===== src/rtl/abro_multi_fsm.sv =====
// N-input ABRO controller: fires once every request line has been seen, holds, re-arms.
// Define ABRO_MULTI_STICKY_EN to keep o high through HOLD instead of a one-cycle pulse.
module abro_multi_fsm #(
    parameter int N       = 4,
    parameter int CNT_W   = 8,
    parameter int TIMEOUT = 0
) (
    input  logic             clk,
    input  logic             reset_n,
    input  logic [N-1:0]     a_in,
    input  logic             r_in,
    output logic             o,
    output logic [3:0]       state,
    output logic [N-1:0]     seen,
    output logic [CNT_W-1:0] fire_count,
    output logic             timeout
);

    typedef enum logic [3:0] {
        IDLE    = 4'b0001,
        COLLECT = 4'b0010,
        FIRE    = 4'b0100,
        HOLD    = 4'b1000
    } state_t;

    // With the timeout disabled the timer is held at zero and folds away.
    localparam int TMR_W = (TIMEOUT > 0) ? $clog2(TIMEOUT + 1) : 1;

    state_t             state_q, state_d;
    logic [N-1:0]       seen_q, seen_d;
    logic [TMR_W-1:0]   timer_q, timer_d;
    logic [CNT_W-1:0]   cnt_q, cnt_d;
    logic               timeout_q, timeout_d;
    logic               o_q, o_d;
    logic [N-1:0]       nxt_seen;
    logic               all_seen;

    assign nxt_seen = seen_q | a_in;
    assign all_seen = &nxt_seen;

    always_comb begin
        // NOTE: every always_comb output gets a default first so no path can infer a latch.
        state_d   = state_q;
        seen_d    = seen_q;
        timer_d   = timer_q;
        cnt_d     = cnt_q;
        timeout_d = 1'b0;

        if (r_in) begin
            state_d = IDLE;
            seen_d  = '0;
            timer_d = '0;
        end else begin
            unique case (state_q)
                IDLE: begin
                    if (a_in != '0) begin
                        seen_d = nxt_seen;
                        if (all_seen) begin
                            state_d = FIRE;
                        end else begin
                            state_d = COLLECT;
                            timer_d = (TIMEOUT > 0) ? TMR_W'(1) : '0;
                        end
                    end
                end
                COLLECT: begin
                    seen_d = nxt_seen;
                    // Completion takes precedence over expiry on the same edge.
                    if (all_seen) begin
                        state_d = FIRE;
                        timer_d = '0;
                    end else if ((TIMEOUT > 0) && (timer_q == TMR_W'(TIMEOUT))) begin
                        state_d   = IDLE;
                        seen_d    = '0;
                        timer_d   = '0;
                        timeout_d = 1'b1;
                    end else if (TIMEOUT > 0) begin
                        timer_d = timer_q + TMR_W'(1);
                    end
                end
                FIRE: begin
                    state_d = HOLD;
                    if (cnt_q != '1) begin
                        cnt_d = cnt_q + CNT_W'(1);
                    end
                end
                HOLD: begin
                    if (a_in == '0) begin
                        state_d = IDLE;
                        seen_d  = '0;
                    end
                end
                default: begin
                    state_d = IDLE;
                    seen_d  = '0;
                    timer_d = '0;
                end
            endcase
        end
    end

    // o is registered from the next state so it never sees a_in/r_in combinationally.
`ifdef ABRO_MULTI_STICKY_EN
    assign o_d = (state_d == FIRE) || (state_d == HOLD);
`else
    assign o_d = (state_d == FIRE);
`endif

    // NOTE: state uses non-blocking assignments and an asynchronous reset of every register.
    always_ff @(posedge clk or negedge reset_n) begin
        if (!reset_n) begin
            state_q   <= IDLE;
            seen_q    <= '0;
            timer_q   <= '0;
            cnt_q     <= '0;
            timeout_q <= 1'b0;
            o_q       <= 1'b0;
        end else begin
            state_q   <= state_d;
            seen_q    <= seen_d;
            timer_q   <= timer_d;
            cnt_q     <= cnt_d;
            timeout_q <= timeout_d;
            o_q       <= o_d;
        end
    end

    assign o          = o_q;
    assign state      = state_q;
    assign seen       = seen_q;
    assign fire_count = cnt_q;
    assign timeout    = timeout_q;

endmodule


===== config.mk =====
export PLATFORM = sky130hd
export DESIGN_NAME = abro_multi_fsm
export DESIGN_NICKNAME = d
export VERILOG_FILES = /design/src/rtl/abro_multi_fsm.sv
export SDC_FILE = /design/constraint.sdc
export NUM_CORES = 1
export LEC_CHECK = 0
export ABC_AREA = 1
export BUFFER_PORTS_ARGS = -buffer_cell sky130_fd_sc_hd__buf_2
export CAP_MARGIN = 30
export CORE_UTILIZATION = 52
export DETAILED_ROUTE_END_ITERATION = 10
export PLACE_DENSITY = 0.79
export RECOVER_POWER = 50
export SLEW_MARGIN = 40
export SYNTH_ARGS = -nofsm -noshare
export SYNTH_HDL_FRONTEND = slang
export SYNTH_SLANG_ARGS = --single-unit

===== constraint.sdc =====
create_clock -name clk -period 2.06 [get_ports clk]
set_input_delay 0.206 -clock clk [delete_from_list [all_inputs] [get_ports clk]]
set_output_delay 0.206 -clock clk [all_outputs]
set_load 0.01 [all_outputs]

== After elaboration in Yosys (flattened, before gate mapping) ==
Index checks and enable logic that the tools add are counted.
Word-level totals
  register bits after elaboration: 17
  input port bits: 7
  output and inout port bits: 18
  word-level logic and storage cells: 31
Operators by class
  $add $sub $neg: 1
  equality and inequality tests: 9
  muxes and demuxes: 10
  bitwise logic cells: 2
  reductions and logical operators: 5
Operators by type and width (count)
  $pmux 4 s4: 2
  $mux 4: 7
  $add 8x1->8 const B: 1
  $eq 4x3->1 const B: 2
  $ne 8x8->1 const B: 1
  $ne 3x3->1 const B: 2
  $reduce_and 3->1: 2
  $eq 4x1->1 const B: 1
  $eq 4x2->1 const B: 1
  $eq 4x4->1 const B: 1
  $logic_not 4->1: 1
  $or 4x4->4: 1
  $reduce_and 4->1: 1
  $reduce_bool 4->1: 1
  $mux 3: 1
  $ne 2x2->1 const B: 1
  $not 1->1: 1

== Depth between registers and ports, before layout ==
Gate-level depths: netlist (run 1).
  depth in word-level cells: 7
  depth in mapped cells: 8
  mapped depth without buffers: 8

== Worst setup path after synthesis (run 1) ==
No wires, ideal clock.
  path type: register to register
  start: register cnt_q[0] (netlist: fire_count[0])
  end: register cnt_q[6] (netlist: fire_count[6])
  setup time: 0.121 ns
  data arrival time: 1.183 ns
  required time: 1.939 ns
  setup slack: 0.756 ns
  stages on the path, launching flop included: 8
  path buffers: 1
  clock period less this slack: 1.304 ns
  cells stage by stage: dfrtp_1 ha_1 nand3_2 nor2_4 nand3_2 nand2_2 buf_6 o21ai_1
Between the ends
  cells in the longest elaborated chain, start to end: 2
  elaborated cells between the ends (all ways): 3
  those cells by class: add/sub: 1; eq/ne: 1; reduce/logical: 1
Ends and longest elaborated chain
  start, declared: RTL line 32  | logic [CNT_W-1:0] cnt_q, cnt_d;
  start signal, assigned: RTL line 122  | cnt_q <= cnt_d;
  branches (longest 2 deep; another with $add 8x1->8)
Several ways; the timed one is not identified.
A chain may end at the register's enable or synchronous reset.

== Final worst setup path (run 1) ==
  start: register cnt_q[0] (netlist: fire_count[0])
  end: register cnt_q[4] (netlist: fire_count[4])
Same word-level chain as after synthesis.

==> results.ini, run 1 <==
[setup_path]
cp_slowest_cell = dfrtp_1
worstPathArrival_ps = 1720
cp-end-kind = flop
reg2regPathDepth = 8
r2r_end = fire_count[4]
worstPathCellList = ha_1 -> nand3_2 -> nor2_4 -> nand3_2 -> nand2_2 -> inv_1 -> nand2_1 -> nand2_1
r2r_slack_ps = 540
startpoint = fire_count[0]
worstPathRequired_ps = 2260
critPathLaunchType = flop
reg2reg_from = fire_count[0]
cp_max_fo = 12
slowest_delay_ps = 420
path_class = reg -> reg

[floorplan]
start_util_pct = 55.5
die-area_mm2 = 0.00200
core_area_mm2 = 0.00171
rows = 15
io_pins = 25
chipHeight_um = 44.7
die_w_um = 44.7

[min_path]
hold_path_depth = 2
hp-class = in -> reg
min_from = r_in
worstHoldEndpoint = state[3]

[placed_design]
gp_congestion = 0.858
io_buffers = 23
place_hpwl_um = 1470

[logic_synthesis]
netlist_instances = 126
syn-cell-area_um2 = 947
synth_fp_nets = 134
yosysSeqAreaShare_pct = 45.0
yosys_warnings = 0
ys_ff_latch = 17
ys_types = 22
syn_area_per_cell_um2 = 7.52

[drt]
wl_um = 1940
wl_per_cell_um = 11.0
drc = 0
first_pass_iters = 4
drtIter0Drc = 20
vias = 862
avgViaCountPerCell = 4.87
drtAntennaViolNets = 0

[sta]
fmax_ghz = 0.656
relSlewSlack_pct = 38.9
rsz0062_at_grt = false
hold_violations = 0
tightest_slew_ps = 916
totalNegativeSetupSlack_ps = 0
finClkSkew_ps = 9.23
finalCriticalPeriod_ps = 1520
slew_violations = 0
setup_viol_count_final = 0
final_min_period_over_clock_period_pct = 74.0

[layout]
syn_to_final_growth_pct = 16.2
utilization_pct = 64.5
antenna_cells = 0
final_nets = 161
drive_gt1_share_pct = 15.8

[clocking]
post_cts_buffers = 0
cts.path.max_buffers = 2
holdBufCountCts = 1
htree_num_levels = 1
clkLatencyLatePin_ps = 290
path_clk_slew_ps = 110
cts_root_buffer = clkbuf_4
cts_tree = yes
cts.sinks = 17
cts_buffers = 3
cts_resized = 0

[grt]
antenna_found_initial = 0
first_global_vias = 757
grt_use_total_pct = 21.8
grt_max_degree = 18
grt-ovfl-total = 0
grt_first_pass_wirelength_um = 3100

[job]
maxCapViolations = 0

[power]
p_per_area_mw_per_mm2 = 677
p_leak_nw = 0.596
peakVddDrop_uv = 436

[run_status]
status = finished clean

## registers in the layout, indices dropped and copies added, names as in the netlist
| name | flops |
|---|---|
| fire_count | 8 |
| seen | 4 |
| state | 4 |
| o | 1 |
## layout by cell type, fill, tap and decap left out
cell,count
a21oi_1,1
buf_2,14
clkbuf_1,9
clkbuf_4,3
clkinv_2,1
conb_1,1
dfrtp_1,16
dfstp_2,1
dlygate4sd3_1,1
ha_1,1
inv_1,16
inv_2,1
nand2_1,40
nand2_2,1
nand3_1,10
nand3_2,2
nand3b_1,1
nand4_1,6
nor2_1,15
nor2_4,1
nor3_1,1
o21ai_0,1
o21ai_1,3
xnor2_1,4
xor2_1,2
## report_power, final
group / internal, W / switching [W]
Clock: 0.0000722 / 0.000110
Sequential: 0.000368 / 0.0000310
Combinational: 0.0000597 / 0.000104
## stage by stage
stage / hold slack, ps / setup WS (ps) / power, W / std cells / instance area [um^2]
after floorplan: -89.6 / 756 / 0.000508 / 126 / 947
after CTS: 90.9 / 540 / 0.000756 / 177 / 1110
after global routing: 94.2 / 421 / 0.000780 / 177 / 1100
final: 97.8 / 535 / 0.000745 / 177 / 1100
after detailed placement: 152 / 560 / 0.000572 / 172 / 1070
after global placement: 148 / 672 / 0.000567 / 172 / 1070
## kinds of logic after synthesis
kind of cell    share of synthesized area (%)
compound gates                           2.64
xor+xnor                                 5.55
fa+ha+maj                                1.32
buf+inv                                  8.72
flops                                    45.0
other cells                             0.396
simple gates                             36.3
## how the worst max path moves through the flow
stage / slack (ps) / depth (start not counted) / endpoint
global placement: 670 / 8 / fire_count[7]
detailed placement: 560 / 8 / fire_count[4]
global route: 420 / 8 / fire_count[4]
CTS: 540 / 8 / fire_count[4]
floorplan: 760 / 7 / fire_count[6]
finish: 540 / 8 / fire_count[4]
## layer usage
metal,share of wire (%),global-route usage (%),wire length (um),up-vias
li1,-,-,-,446
met1,47,29.2,910,391
met2,48,33.2,931,23
met3,4.0,3.27,78,2
met4,1.2,13.3,23,0
met5,0,0,0,-
## worst max-delay path: cells and delay by family, from the launching register on
family | cells | cell delay [ps]
flip-flops | 1 | 420
buffers and inverters | 1 | 130
AND/OR/NAND/NOR | 6 | 640
adder cells (fa/ha/maj) | 1 | 230
## cells in the mapped netlist (all sizes together)
master	number	area, um^2
nand4	6	37.5
nor2	16	67.6
inv	17	63.8
xor2	2	17.5
xnor2	4	35.0
nand3b	1	7.51
ha	1	12.5
nand3	12	70.1
buf	2	18.8
nor3	1	5.00
o21ai	4	20.0
dfrtp	16	400
conb	1	3.75
a21oi	1	5.00
nand2	41	156
dfstp	1	26.3
## layout make-up
cell class              count  area [um^2]
clock buffers               3         22.5
clock inverters             1         5.00
flip-flops and latches     17          427
repair buffers             24          114
inverters                  17         63.8
well taps                  25         31.3
multi-input cells          90          438
fillers                   152          607
No activity file was read; power rests on OpenSTA's default activity.
==> run 2: changes to the inputs <==
- CORE_UTILIZATION: 52 -> 46
- PLACE_DENSITY: 0.79 -> 0.74
- clock period: 2.06 -> 1.4 ns (I/O delays scaled with it)
==> run 2 against run 1 <==
Effect of this change:
- non-clock buffer count up 6
- clock power up 47%
- maximum frequency up 11%
- highest routed layer unchanged
- flip-flop and latch count unchanged
- first-iteration DRC count down 45%
- wire length up 0.77%
- combinational power up 65%
- critical path type unchanged
- setup slack worse by 510 ps
- sequential power up 45%
- global-route usage down 3.4 points
==> results.ini, run 2 (synthesized netlist as in run 1, its figures left out) <==
[run_status]
status = finished clean

[drt]
wl_per_cell_um = 10.6
vias = 883
drc = 0
drtIter0Drc = 11
drtAntennaViolNets = 0
avgViaCountPerCell = 4.77
first_pass_iters = 4
wl_um = 1960

[layout]
drive_gt1_share_pct = 19.6
final_nets = 167
largest_reg_flops = 8
seqCellArea_um2 = 427
multi_input_area_um2 = 453
final_common_cell = nand2_1
mostFrequentLayoutCells = 40 x nand2_1, 16 x inv_1, 16 x dfrtp_1, 15 x nor2_1, 14 x buf_2
fillCellCount = 189
syn_to_final_growth_pct = 22.9
antenna_cells = 0
instances_no_fill = 185

[grt]
first_global_vias = 662
grt_max_degree = 18
grt_first_pass_wirelength_um = 2790
antenna_found_initial = 0
grt_use_total_pct = 18.4
grt-ovfl-total = 0

[sta]
setup_viol_count_final = 0
fmax_ghz = 0.728
timing.final.ws_setup_ps = 26.6
slew_violations = 0
hold_violations = 0
relSlewSlack_pct = 39.7
tightest_slew_ps = 904
final_min_period_over_clock_period_pct = 98.1
finalCriticalPeriod_ps = 1370
finClkSkew_ps = 1.41

[power]
p_per_area_mw_per_mm2 = 960
peakVddDrop_uv = 626
power.total_w = 0.00112
p_leak_nw = 0.625

[setup_path]
cpMostUsedCell = nand2_1
worstPathCellList = ha_2 -> nand3_4 -> nor2_4 -> nand3_2 -> nand2_4 -> inv_1 -> nand2_1 -> nand2_1
slowest_delay_ps = 380
critPathLaunchType = flop
cp_max_fo = 11
r2r_end = fire_count[7]
path_class = reg -> reg
cp_slowest_cell = dfrtp_1
worstPathArrival_ps = 1570
r2r_slack_ps = 30
reg2regPathDepth = 8
cp-end-kind = flop
worstPathRequired_ps = 1600
reg2reg_from = fire_count[1]

[job]
maxCapViolations = 0

[floorplan]
die_w_um = 47.4
rows = 16
start_util_pct = 48.8
core_area_mm2 = 0.00194
die-area_mm2 = 0.00224
io_pins = 25
chipHeight_um = 47.4

[clocking]
cts_buffers = 3
cts_root_buffer = clkbuf_4
path_clk_slew_ps = 100
cts.path.max_buffers = 2
clkLatencyLatePin_ps = 290
cts_tree = yes
cts.sinks = 17
htree_num_levels = 1

[min_path]
hp-class = in -> reg
worstHoldEndpoint = state[3]
min_from = r_in
hold_path_depth = 2

[placed_design]
io_buffers = 23
dpl_worst_slack_ps = 13.8
place_hpwl_um = 1390
place_inst = 176
gp_congestion = 0.794

[run 2: cell types whose count changed in the layout (fill, tap and decap cells not counted)]
cell / delta
ha_1: -1
buf_4: +6
nand3_4: +1
ha_2: +1
nand2_4: +1
nand3_2: -1
nand2_2: -1
[run 2: worst max path at each step]
stage	startpoint	to	slack [ps]	cells past startpoint
2_1_floorplan	fire_count[0]	fire_count[6]	100	7
4_1_cts	fire_count[0]	fire_count[2]	30	8
3_3_place_gp	fire_count[1]	fire_count[0]	90	7
6_report	fire_count[1]	fire_count[7]	30	8
5_1_grt	fire_count[1]	fire_count[5]	-20	8
3_5_place_dp	fire_count[1]	fire_count[2]	10	8
[run 2: layer usage]
metal | global-route usage (%) | vias up | wire length [um]
met3 | 2.69 | 5 | 113
met4 | 10.3 | 0 | 38
met2 | 26.6 | 28 | 889
met1 | 26.3 | 393 | 917
li1 | - | 457 | -
met5 | 0 | - | 0
[run 2: critical path: cells and delay by family (launching register included)]
| kind | cells | cell delay (ps) |
|---|---|---|
| AND/OR/NAND/NOR | 6 | 580 |
| flip-flops | 1 | 380 |
| adder cells (fa/ha/maj) | 1 | 210 |
| buffers and inverters | 1 | 110 |
[run 2: timing repair]
action | in CTS | in global routing
buffers inserted | 1 | 4
setup endpoints to repair | 1 | 6
endpoints found under the hold margin | 16 | 0
pin swaps | 0 | 3
hold buffers | 1 | 0
gates resized for setup | 0 | 3
[run 2: area by class of cell]
type / instances / share of cell area, %
Sequential cell: 17 / 36.7
Multi-Input combinational cell: 90 / 38.9
Tap cell: 27 / 2.90
Inverter: 17 / 5.48
Clock buffer: 3 / 1.94
Clock inverter: 1 / 0.430
Timing Repair Buffer: 30 / 13.7
[run 2: metrics by stage]
stage                     utilization, %  hold WS, ps  cell area, um^2  setup TNS, ps
after floorplan                        -         -156              947              0
after global placement              56.3         82.2             1090              0
after detailed placement            56.3         80.3             1090              0
after CTS                           58.6         19.0             1140              0
after global routing                59.9         28.1             1160          -33.8
final                               59.9         18.5             1160              0
[run 2: power breakdown]
group | leakage, nW | internal [W] | switching (W)
combinational | 0.377 | 0.000106 | 0.000165
sequential | 0.230 | 0.000541 | 0.0000356
clock | 0.0177 | 0.000106 | 0.000162
total | 0.625 | 0.000754 | 0.000363
==> run 3: changes to the inputs <==
- CORE_UTILIZATION: 46 -> 50
- PLACE_DENSITY: 0.74 -> 0.76
- clock period: 1.4 -> 1.3 ns (I/O delays scaled with it)
==> run 3 against run 2 <==
Effect of this change:
- cell area increased by 7.3%
- sequential share of layout area decreased by 2.5 points
- cell count increased by 1.6%
- total power increased by 13%
- non-clock buffer count increased by 5
- combinational power increased by 22%
- global-route usage increased by 3.9 points
- critical path depth decreased by 5
- clock power increased by 11%
- critical path type is now reg -> out
- sequential power increased by 9.5%
==> results.ini, run 3 (synthesized netlist as in run 1, its figures left out) <==
[run_status]
status = finished clean

[layout]
drive_gt1_share_pct = 31.3
antenna_cells = 0
syn_to_final_growth_pct = 31.8
final_nets = 172
mostFrequentLayoutCells = 37 x nand2_1, 19 x buf_2, 16 x dfrtp_1, 14 x inv_1, 12 x nor2_1
multi_input_area_um2 = 493
largest_reg_flops = 8
final_common_cell = nand2_1
seqCellArea_um2 = 427
utilization_pct = 71.5
final_area_mm2 = 0.00125
fillCellCount = 151

[sta]
setup_viol_count_final = 0
relSlewSlack_pct = 40.0
rsz0062_at_grt = true
slew_violations = 0
final_min_period_over_clock_period_pct = 97.3
fmax_ghz = 0.791
finClkSkew_ps = 5.20
tightest_slew_ps = 900
finalCriticalPeriod_ps = 1260
hold_violations = 0

[clocking]
cts.path.max_buffers = 2
cts_root_buffer = clkbuf_4
clkLatencyLatePin_ps = 300
path_clk_slew_ps = 110
htree_num_levels = 1
cts_buffers = 3
cts_tree = yes
cts.sinks = 17

[drt]
first_pass_iters = 4
vias = 926
drtAntennaViolNets = 0
drc = 0
wl_um = 2180
drtIter0Drc = 16
wl_per_cell_um = 11.6
avgViaCountPerCell = 4.93

[min_path]
hold_path_depth = 2
hp-class = in -> reg

[grt]
grt-ovfl-total = 0
grt_use_total_pct = 22.3
antenna_found_initial = 0
first_global_vias = 789
grt_first_pass_wirelength_um = 3250
grt_util_met2_pct = 33.7
grt_max_degree = 18
use_met1_pct = 30.8
grt-busiest-layer = met2
gr-usage-met3_pct = 2.38

[power]
p_leak_nw = 0.673
p_per_area_mw_per_mm2 = 1010
peakVddDrop_uv = 731
power.total_w = 0.00126

[floorplan]
die-area_mm2 = 0.00207
chipHeight_um = 45.5
io_pins = 25
start_util_pct = 54.3
die_w_um = 45.5
core_area_mm2 = 0.00175
rows = 15

[setup_path]
path_class = reg -> out
cp-end-kind = output pin
worstPathArrival_ps = 1130
worstPathRequired_ps = 1170
cp_max_fo = 3
reg2regPathDepth = 6
reg2reg_from = state[1]
r2r_end = fire_count[0]
cp-endpoint = fire_count[1]
r2r_slack_ps = 40
critPathLaunchType = flop
startpoint = fire_count[1]

[placed_design]
placed_area_mm2 = 0.00111
place_hpwl_um = 1450
gp_congestion = 0.886
io_buffers = 23

[job]
maxCapViolations = 0

-- run 3: final cells by class --
| type | count | area share, % |
|---|---|---|
| Multi-Input combinational cell | 90 | 39.5 |
| Sequential cell | 17 | 34.2 |
| Timing Repair Buffer | 35 | 16.5 |
| Inverter | 17 | 5.11 |
| Tap cell | 25 | 2.51 |
| Clock buffer | 3 | 1.80 |
| Clock inverter | 1 | 0.401 |
-- run 3: worst max-delay path: stages (launching register included) --
cell     delay [ps]
dfrtp_1         430
buf_4           140
buf_4           130
buf_2           130
-- run 3: worst min path at each step --
stage	startpoint	end
4_1_cts	r_in	state[3]
5_1_grt	r_in	state[3]
3_5_place_dp	reset_n	seen[3]
2_1_floorplan	reset_n	fire_count[0]
6_report	r_in	state[3]
3_3_place_gp	reset_n	seen[3]
-- run 3: power by group --
part | internal, W | leakage [nW] | total, W | switching [W]
sequential | 0.000583 | 0.230 | 0.000632 | 0.0000489
combinational | 0.000132 | 0.425 | 0.000331 | 0.000199
clock | 0.000115 | 0.0177 | 0.000298 | 0.000183
-- run 3: routing by layer --
metal / wire (um) / up-vias
met3: 77 / 4
li1: - / 468
met2: 1080 / 26
met1: 983 / 428
met4: 36 / 0
met5: 0 / -
-- run 3: what timing repair did --
item / CTS / global route
buffers inserted: 5 / 2
pin swaps: 3 / 8
hold buffers: 1 / 0
gates resized for setup: 3 / 12
hold endpoints to repair: 16 / 0
endpoints found under the setup margin: 6 / 13
cloned: 0 / 0
-- run 3: through the flow --
stage / worst slack [ps] / std cells / TNS [ps] / hold WS (ps)
finish: 35.6 / 188 / 0 / 4.05
CTS: 12.3 / 186 / 0 / 3.87
global placement: 20.2 / 176 / 0 / 65.5
floorplan: -0.412 / 126 / -0.504 / -166
global route: -24.4 / 188 / -103 / 20.2
detailed placement: -32.4 / 176 / -162 / 67.1
